File: src/rtl/hazard_mc.sv
// Hazard unit for the 5-stage pipeline: operand forwarding, load-use and multiply stalls, flushes.
// Optional perf counters (LdStallCnt, MulStallCnt) are built when HAZ_PERF_CNT_EN is defined.
module hazard_mc #(
    parameter int unsigned NUM_SRC = 3,
    parameter int unsigned REG_AW  = 4,
    parameter int unsigned MUL_LAT = 3,
    parameter int unsigned CNT_W   = 16
) (
    input  logic                      clk,
    input  logic                      reset,
    input  logic [NUM_SRC*REG_AW-1:0] RA_E,
    input  logic [2*REG_AW-1:0]       RA_D,
    input  logic [REG_AW-1:0]         WA_E,
    input  logic [REG_AW-1:0]         WA_M,
    input  logic [REG_AW-1:0]         WA_W,
    input  logic                      MemtoRegE,
    input  logic                      RegWriteM,
    input  logic                      RegWriteW,
    input  logic                      MulStartE,
    input  logic                      BranchTakenD,
    input  logic                      PCWrPendingF,
    input  logic                      PCSrcW,
    output logic [2*NUM_SRC-1:0]      Forward,
    output logic                      StallF,
    output logic                      StallD,
    output logic                      StallE,
    output logic                      FlushD,
    output logic                      FlushE,
    output logic                      FlushM,
    output logic                      MulBusy,
    output logic                      MulDoneE
`ifdef HAZ_PERF_CNT_EN
    ,
    output logic [CNT_W-1:0]          LdStallCnt,
    output logic [CNT_W-1:0]          MulStallCnt
`endif
);

    localparam int unsigned CntBits = (MUL_LAT > 1) ? $clog2(MUL_LAT) : 1;
    localparam bit MulMulti = (MUL_LAT > 1);
    localparam logic [CntBits-1:0] CntLoad = CntBits'((MUL_LAT > 1) ? MUL_LAT - 2 : 0);
    localparam logic [REG_AW-1:0] PcAddr = '1;

    typedef enum logic {StIdle, StBusy} mul_state_t;

    mul_state_t         r_state, w_state_d;
    logic [CntBits-1:0] r_cnt, w_cnt_d;
    logic               w_ld_stall, w_mul_stall, w_mul_done;

    // M stage result is newer than W, so it wins; the PC is never forwarded
    for (genvar gi = 0; gi < int'(NUM_SRC); gi++) begin : g_fwd
        logic [REG_AW-1:0] w_ra;
        assign w_ra = RA_E[gi*REG_AW +: REG_AW];
        assign Forward[2*gi +: 2] =
            (w_ra == PcAddr)                 ? 2'b00 :
            (RegWriteM && (WA_M == w_ra))    ? 2'b10 :
            (RegWriteW && (WA_W == w_ra))    ? 2'b01 : 2'b00;
    end

    assign w_ld_stall = MemtoRegE &&
                        ((RA_D[REG_AW-1:0] == WA_E) || (RA_D[2*REG_AW-1:REG_AW] == WA_E));

    always_comb begin
        w_state_d   = r_state;
        w_cnt_d     = r_cnt;
        w_mul_stall = 1'b0;
        w_mul_done  = 1'b0;
        unique case (r_state)
            StIdle: begin
                if (MulStartE) begin
                    if (MulMulti) begin
                        w_mul_stall = 1'b1;
                        w_state_d   = StBusy;
                        w_cnt_d     = CntLoad;
                    end else begin
                        w_mul_done = 1'b1;
                    end
                end
            end
            StBusy: begin
                if (r_cnt != '0) begin
                    w_mul_stall = 1'b1;
                    w_cnt_d     = r_cnt - 1'b1;
                end else begin
                    w_mul_done = 1'b1;
                    w_state_d  = StIdle;
                end
            end
            default: w_state_d = StIdle;
        endcase
        // A PC write from W kills any multiply in flight
        if (PCSrcW) begin
            w_state_d   = StIdle;
            w_cnt_d     = '0;
            w_mul_stall = 1'b0;
            w_mul_done  = 1'b0;
        end
    end

    always_ff @(posedge clk or posedge reset) begin
        if (reset) begin
            r_state <= StIdle;
            r_cnt   <= '0;
        end else begin
            r_state <= w_state_d;
            r_cnt   <= w_cnt_d;
        end
    end

    assign MulBusy  = (r_state == StBusy);
    assign MulDoneE = w_mul_done;
    assign StallF   = !PCSrcW && (w_ld_stall || w_mul_stall || PCWrPendingF);
    assign StallD   = !PCSrcW && (w_ld_stall || w_mul_stall);
    assign StallE   = !PCSrcW && w_mul_stall;
    assign FlushD   = PCSrcW || PCWrPendingF || (BranchTakenD && !w_mul_stall);
    assign FlushE   = PCSrcW || (!w_mul_stall && (w_ld_stall || BranchTakenD));
    assign FlushM   = !PCSrcW && w_mul_stall;

`ifdef HAZ_PERF_CNT_EN
    logic [CNT_W-1:0] r_ld_cnt, r_mul_cnt;

    always_ff @(posedge clk or posedge reset) begin
        if (reset) begin
            r_ld_cnt  <= '0;
            r_mul_cnt <= '0;
        end else begin
            if (w_ld_stall && (r_ld_cnt != '1)) r_ld_cnt <= r_ld_cnt + 1'b1;
            if (w_mul_stall && (r_mul_cnt != '1)) r_mul_cnt <= r_mul_cnt + 1'b1;
        end
    end

    assign LdStallCnt  = r_ld_cnt;
    assign MulStallCnt = r_mul_cnt;
`endif

endmodule

File: config.mk
export PLATFORM = sky130hd
export DESIGN_NAME = hazard_mc
export DESIGN_NICKNAME = d
export VERILOG_FILES = /design/src/rtl/hazard_mc.sv
export SDC_FILE = /design/constraint.sdc
export NUM_CORES = 1
export LEC_CHECK = 0
export BUFFER_PORTS_ARGS = -buffer_cell sky130_fd_sc_hd__buf_2
export CORE_MARGIN = 4
export CORE_UTILIZATION = 25
export CTS_CLUSTER_SIZE = 14
export DETAILED_ROUTE_END_ITERATION = 16
export SYNTH_ARGS = -nofsm -noshare
export SYNTH_HDL_FRONTEND = slang
export SYNTH_SLANG_ARGS = --single-unit
File: constraint.sdc
create_clock -name clk -period 1.6 [get_ports clk]
set_clock_uncertainty 0.1 [all_clocks]
set_input_delay 0.32 -clock clk [delete_from_list [all_inputs] [get_ports clk]]
set_output_delay 0.32 -clock clk [all_outputs]
set_load 0.01 [all_outputs]
=== Word-level counts from Yosys, hierarchy flattened ===
Cells that the tools add are included.

* Add/sub/neg operators: 1
* Multiplexer cells: 20
* Bitwise gates (word level): 1
* Reduce and logical (&&, ||, !) cells: 23
* Equal/unequal tests: 13

{| class="wikitable"
|+ Operator list
! operator !! number
|-
| $eq 4x4->1 || 8
|-
| $mux 2 || 9
|-
| $eq 4x4->1 const B || 3
|-
| $logic_and 1x1->1 || 12
|-
| $mux 1 || 8
|-
| $logic_or 1x1->1 || 7
|-
| $pmux 1 s2 || 2
|-
| $pmux 2 s2 || 1
|-
| $ne 3x2->1 const B || 1
|-
| $ne 3x3->1 const B || 1
|-
| $logic_not 1->1 || 2
|-
| $reduce_and 2->1 || 1
|-
| $reduce_bool 2->1 || 1
|-
| $sub 2x1->2 const B || 1
|-
| $not 1->1 || 1
|}

* Flip-flop bits (word level): 3
* Logic and storage cells: 60
* Output and inout bits: 14
* Input port bits: 41

=== Logic depth before layout (Yosys ltp) ===
* Depth in word-level cells: 7
* Depth in mapped cells: 6
* Gate-level depth less buffers: 6

=== Worst setup path after synthesis ===
No wires, ideal clock.

* Path kind: reg2out
* Start point: register r_cnt[0]
* End point: output StallE
* Buffers on the path: 1
* Path slack: -0.052 ns
* Stages on the path, launching flop included: 7
* Data required time: 1.180 ns
* Data arrival time: 1.232 ns
* Path through: dfrtp_1 inv_1 ha_1 nor2b_1 a21oi_2 nor2_1 buf_4

* Cells in the longest elaborated chain, start to end: 5

{| class="wikitable"
|+ RTL lines
! element !! line !! RTL
|-
| start: declaration || 47 || <nowiki>logic [CntBits-1:0] r_cnt, w_cnt_d;</nowiki>
|-
| start signal: assignment || 106 || <nowiki>r_cnt <= w_cnt_d;</nowiki>
|-
| $reduce_bool 2->1 || 81 || <nowiki>if (r_cnt != '0) begin</nowiki>
|-
| $mux 1 || 81 ||
|-
| $pmux 1 s2 || 68 || <nowiki>unique case (r_state)</nowiki>
|-
| $mux 1 || 92 || <nowiki>if (PCSrcW) begin</nowiki>
|-
| $logic_and 1x1->1 || n/a ||
|-
| end: declaration || 26 || <nowiki>output logic StallE,</nowiki>
|}

Every way passes these cells.

=== Worst setup path after layout ===
* Start point: register r_cnt[1]
* End point: output StallE

* Cells in the longest elaborated chain, start to end: 5

{| class="wikitable"
|+ RTL lines
! element !! line !! RTL
|-
| $reduce_bool 2->1 || 81 ||
|-
| $mux 1 || 81 ||
|-
| $pmux 1 s2 || 68 ||
|-
| $mux 1 || 92 ||
|-
| $logic_and 1x1->1 || 114 || <nowiki>assign StallE = !PCSrcW && w_mul_stall;</nowiki>
|}

Every way passes these cells.

==> run metrics <==
Worst-Skew Late Latency 0.24 ns; total CTS buffers 3; Tcrit/Tclk final 1.14; Placer Congestion roughly 0.82; gr ovfl total 0; r2r startpoint r_cnt[1]; initial core utilization 0.261; top cell type's share of synthesized area 0.232; Max clock buf depth 2; I/O pins 55; root buffer cell clkbuf_4; post-synthesis register bit count 3; P_int 0.391 mW; Worst Path Arrival 1.41 ns; Synth area leaders xor2_1 23%, xnor2_1 16%, dfrtp_1 12%, o21a_1 7.0%, nand3_1 4.7%; clock power share 0.216; Post-Syn Area 642 µm²; pwr/cell area between 400 and 500 nW/µm²; vias in the first global route 947; Hold Startpoint PCSrcW; asr flop ratio synth 1.00; Vias 911; fin. max-slew vios 0; Register-to-Register Path Depth 7; critical path class reg2out; P_leak 0.691 nW; Critical path origin r_cnt[1]; crit path max fanout 7; number of buffer cells added on primary ports 54; Top Metal Used met4; failing checks negative setup slack; H-tree depth 1; # setup viols final 9; setup ws final -0.231 ns; Switching Share 0.370; CTS tree yes; Synth top cells by count 17 x xor2_1, 12 x xnor2_1, 8 x inv_1; placed inst area approximately 1000 µm²; DRC viols 0; biggest area consumer among synthesized cells xor2_1; Comb pwr share 0.647; initial antenna violation count 0; Switch Pwr about 0.23 mW; Die Ht ~59 µm; count leader, synth xor2_1; Die W around 59 µm; DP Worst Slack -0.189 ns; layout cells sized above 1 0.679; Core Region 2450 µm²; first-pass GRT wire length ~4 mm; Die Area about 3400 µm²; final instance area approximately 1500 µm²; DR WL met2 around 1.4 mm; Tmin final approximately 1.8 ns; # nets final 205; largest net degree at the start of global routing 9; WL met1 875 µm; syn nets ~130; drt first pass iters 4; row cnt 18; worst-margin pin slew around 0.26 ns; sequential share of the synthesized area 0.117; met3 routed WL ~300 µm; yosys warns 0; Synth cell types 24; Slowest-stage cell, CP dfrtp_1; DP HPWL around 2 mm; synthesized instance count 86; prevailing post-synth register cell dfrtp_1; vias per cell ~4.7; WP data required approximately 1.2 ns; GR Util All Layers 0.149; CP Cell Sequence inv_2 > ha_4 > nor2b_4 > a21oi_4 > buf_4 > nor2_4 > buf_2; wire length per cell 13.7 µm; Setup crit start kind flip-flop; status finished with violations; part of the power in registers 0.137; overall routed net length approximately 2.6 mm; Rel. slew slack 0.824; n_diodes 0; Iter 0 DRT Violations 15; max incr delay on CP 0.38 ns; Area growth syn-to-layout 130%; Routed Antenna Nets 0; CTS sink cnt 3; overall power just over 0.6 mW; Max Fclk between 0.5 and 0.6 GHz; max_cap viols 0; synthesized area per cell approximately 7.5 µm²; final hold vios 0; HP Class in2reg; RSZ-0062 raised after global routing yes; Post-synth EDFFs 0; Crit. End Element output port; Worst VDD drop 0.000459 V; Worst-path clk slew around 0.040 ns; Hold Path Depth 2
## critical path, delay by kind of cell, from the launching register on
family	cells	cell delay, ns
adders and majority gates	1	0.15
DFF	1	0.38
buffers and inverters	3	0.38
AOI/OAI and AO/OA	1	0.19
and+or+nand+nor	2	0.08
## per-layer routing
| layer | track usage | up-vias |
|---|---|---|
| li1 | - | 442 |
| met1 | 0.154 | 413 |
| met2 | 0.289 | 52 |
| met3 | 0.0417 | 4 |
| met4 | 0.0453 | 0 |
| met5 | 0 | - |
## power groups by stage
stage | registers (mW) | logic (mW) | clock network [mW]
detailed placement | 0.0853 | 0.271 | 0
CTS | 0.0852 | 0.334 | 0.138
finish | 0.0851 | 0.402 | 0.134
global route | 0.0857 | 0.434 | 0.149
global placement | 0.0852 | 0.260 | 0
floorplan | 0.0860 | 0.126 | 0
## cell usage in the layout (no fill, tap or decap), types with 2 or more instances in the layout
cell type	netlist	layout
xor2_1	17	11
xor2_2	0	5
inv_2	0	2
buf_6	0	14
a21oi_1	3	3
xnor2_1	12	4
dfrtp_1	3	3
nand2_1	5	3
nor4_2	2	2
nor3_1	4	2
o21a_1	6	6
inv_1	8	6
nand3_2	0	3
xnor2_2	0	8
buf_4	1	14
buf_2	0	41
nand2_2	0	2
nor4_4	0	3
buf_8	0	4
nor3_2	0	2
clkbuf_4	0	3
nand3_1	6	2
nand4_1	3	3
## cell type report
type	count	area [µm²]
Sequential cell	3	75.1
Multi-Input combinational cell	73	767
Fill cell	223	981
Tap cell	30	37.5
Timing Repair Buffer	74	538
Clock buffer	4	26.3
Inverter	8	30.0
## logic make-up (layout without fill, tap and decap cells)
family / Yosys count / in the layout / share of synthesized area
fa+ha+maj: 1 / 1 / 0.0195
simple gates: 28 / 28 / 0.242
compound gates: 15 / 15 / 0.162
xor+xnor: 29 / 29 / 0.396
flops: 3 / 3 / 0.117
buf+inv: 10 / 86 / 0.0643
## registers in the layout (all words and copies together), names as in the netlist
| name | count |
|---|---|
| r_cnt | 2 |
| MulBusy | 1 |
## what timing repair did
action | in CTS | in global routing
resized for setup | 28 | 44
endpoints found under the hold margin | 3 | 0
setup buffers | 4 | 2
hold buffers | 1 | 0
pin swaps | 10 | 16
setup endpoints to repair | 14 | 13
## stage by stage
stage / utilization / TNS (ns) / hold WS [ns] / std cells
final: 0.600 / -1.42 / 0.283 / 192
after floorplan: - / 0 / -0.0264 / 86
after global placement: 0.426 / -0.895 / 0.0888 / 182
after CTS: 0.510 / -1.51 / 0.272 / 191
after global routing: 0.600 / -2.16 / 0.301 / 192
after detailed placement: 0.426 / -1.21 / 0.104 / 182
## worst paths after layout
check,end,slack [ns]
min in group asynchronous,MulBusy,0.40
max in group asynchronous,r_cnt[1],0.86
setup / recovery,StallE,-0.23
setup reg to reg,r_cnt[0],0.15
hold reg to reg,r_cnt[1],0.44
hold / removal,MulBusy,0.28
Note: power is estimated with default switching activity, not from simulation.
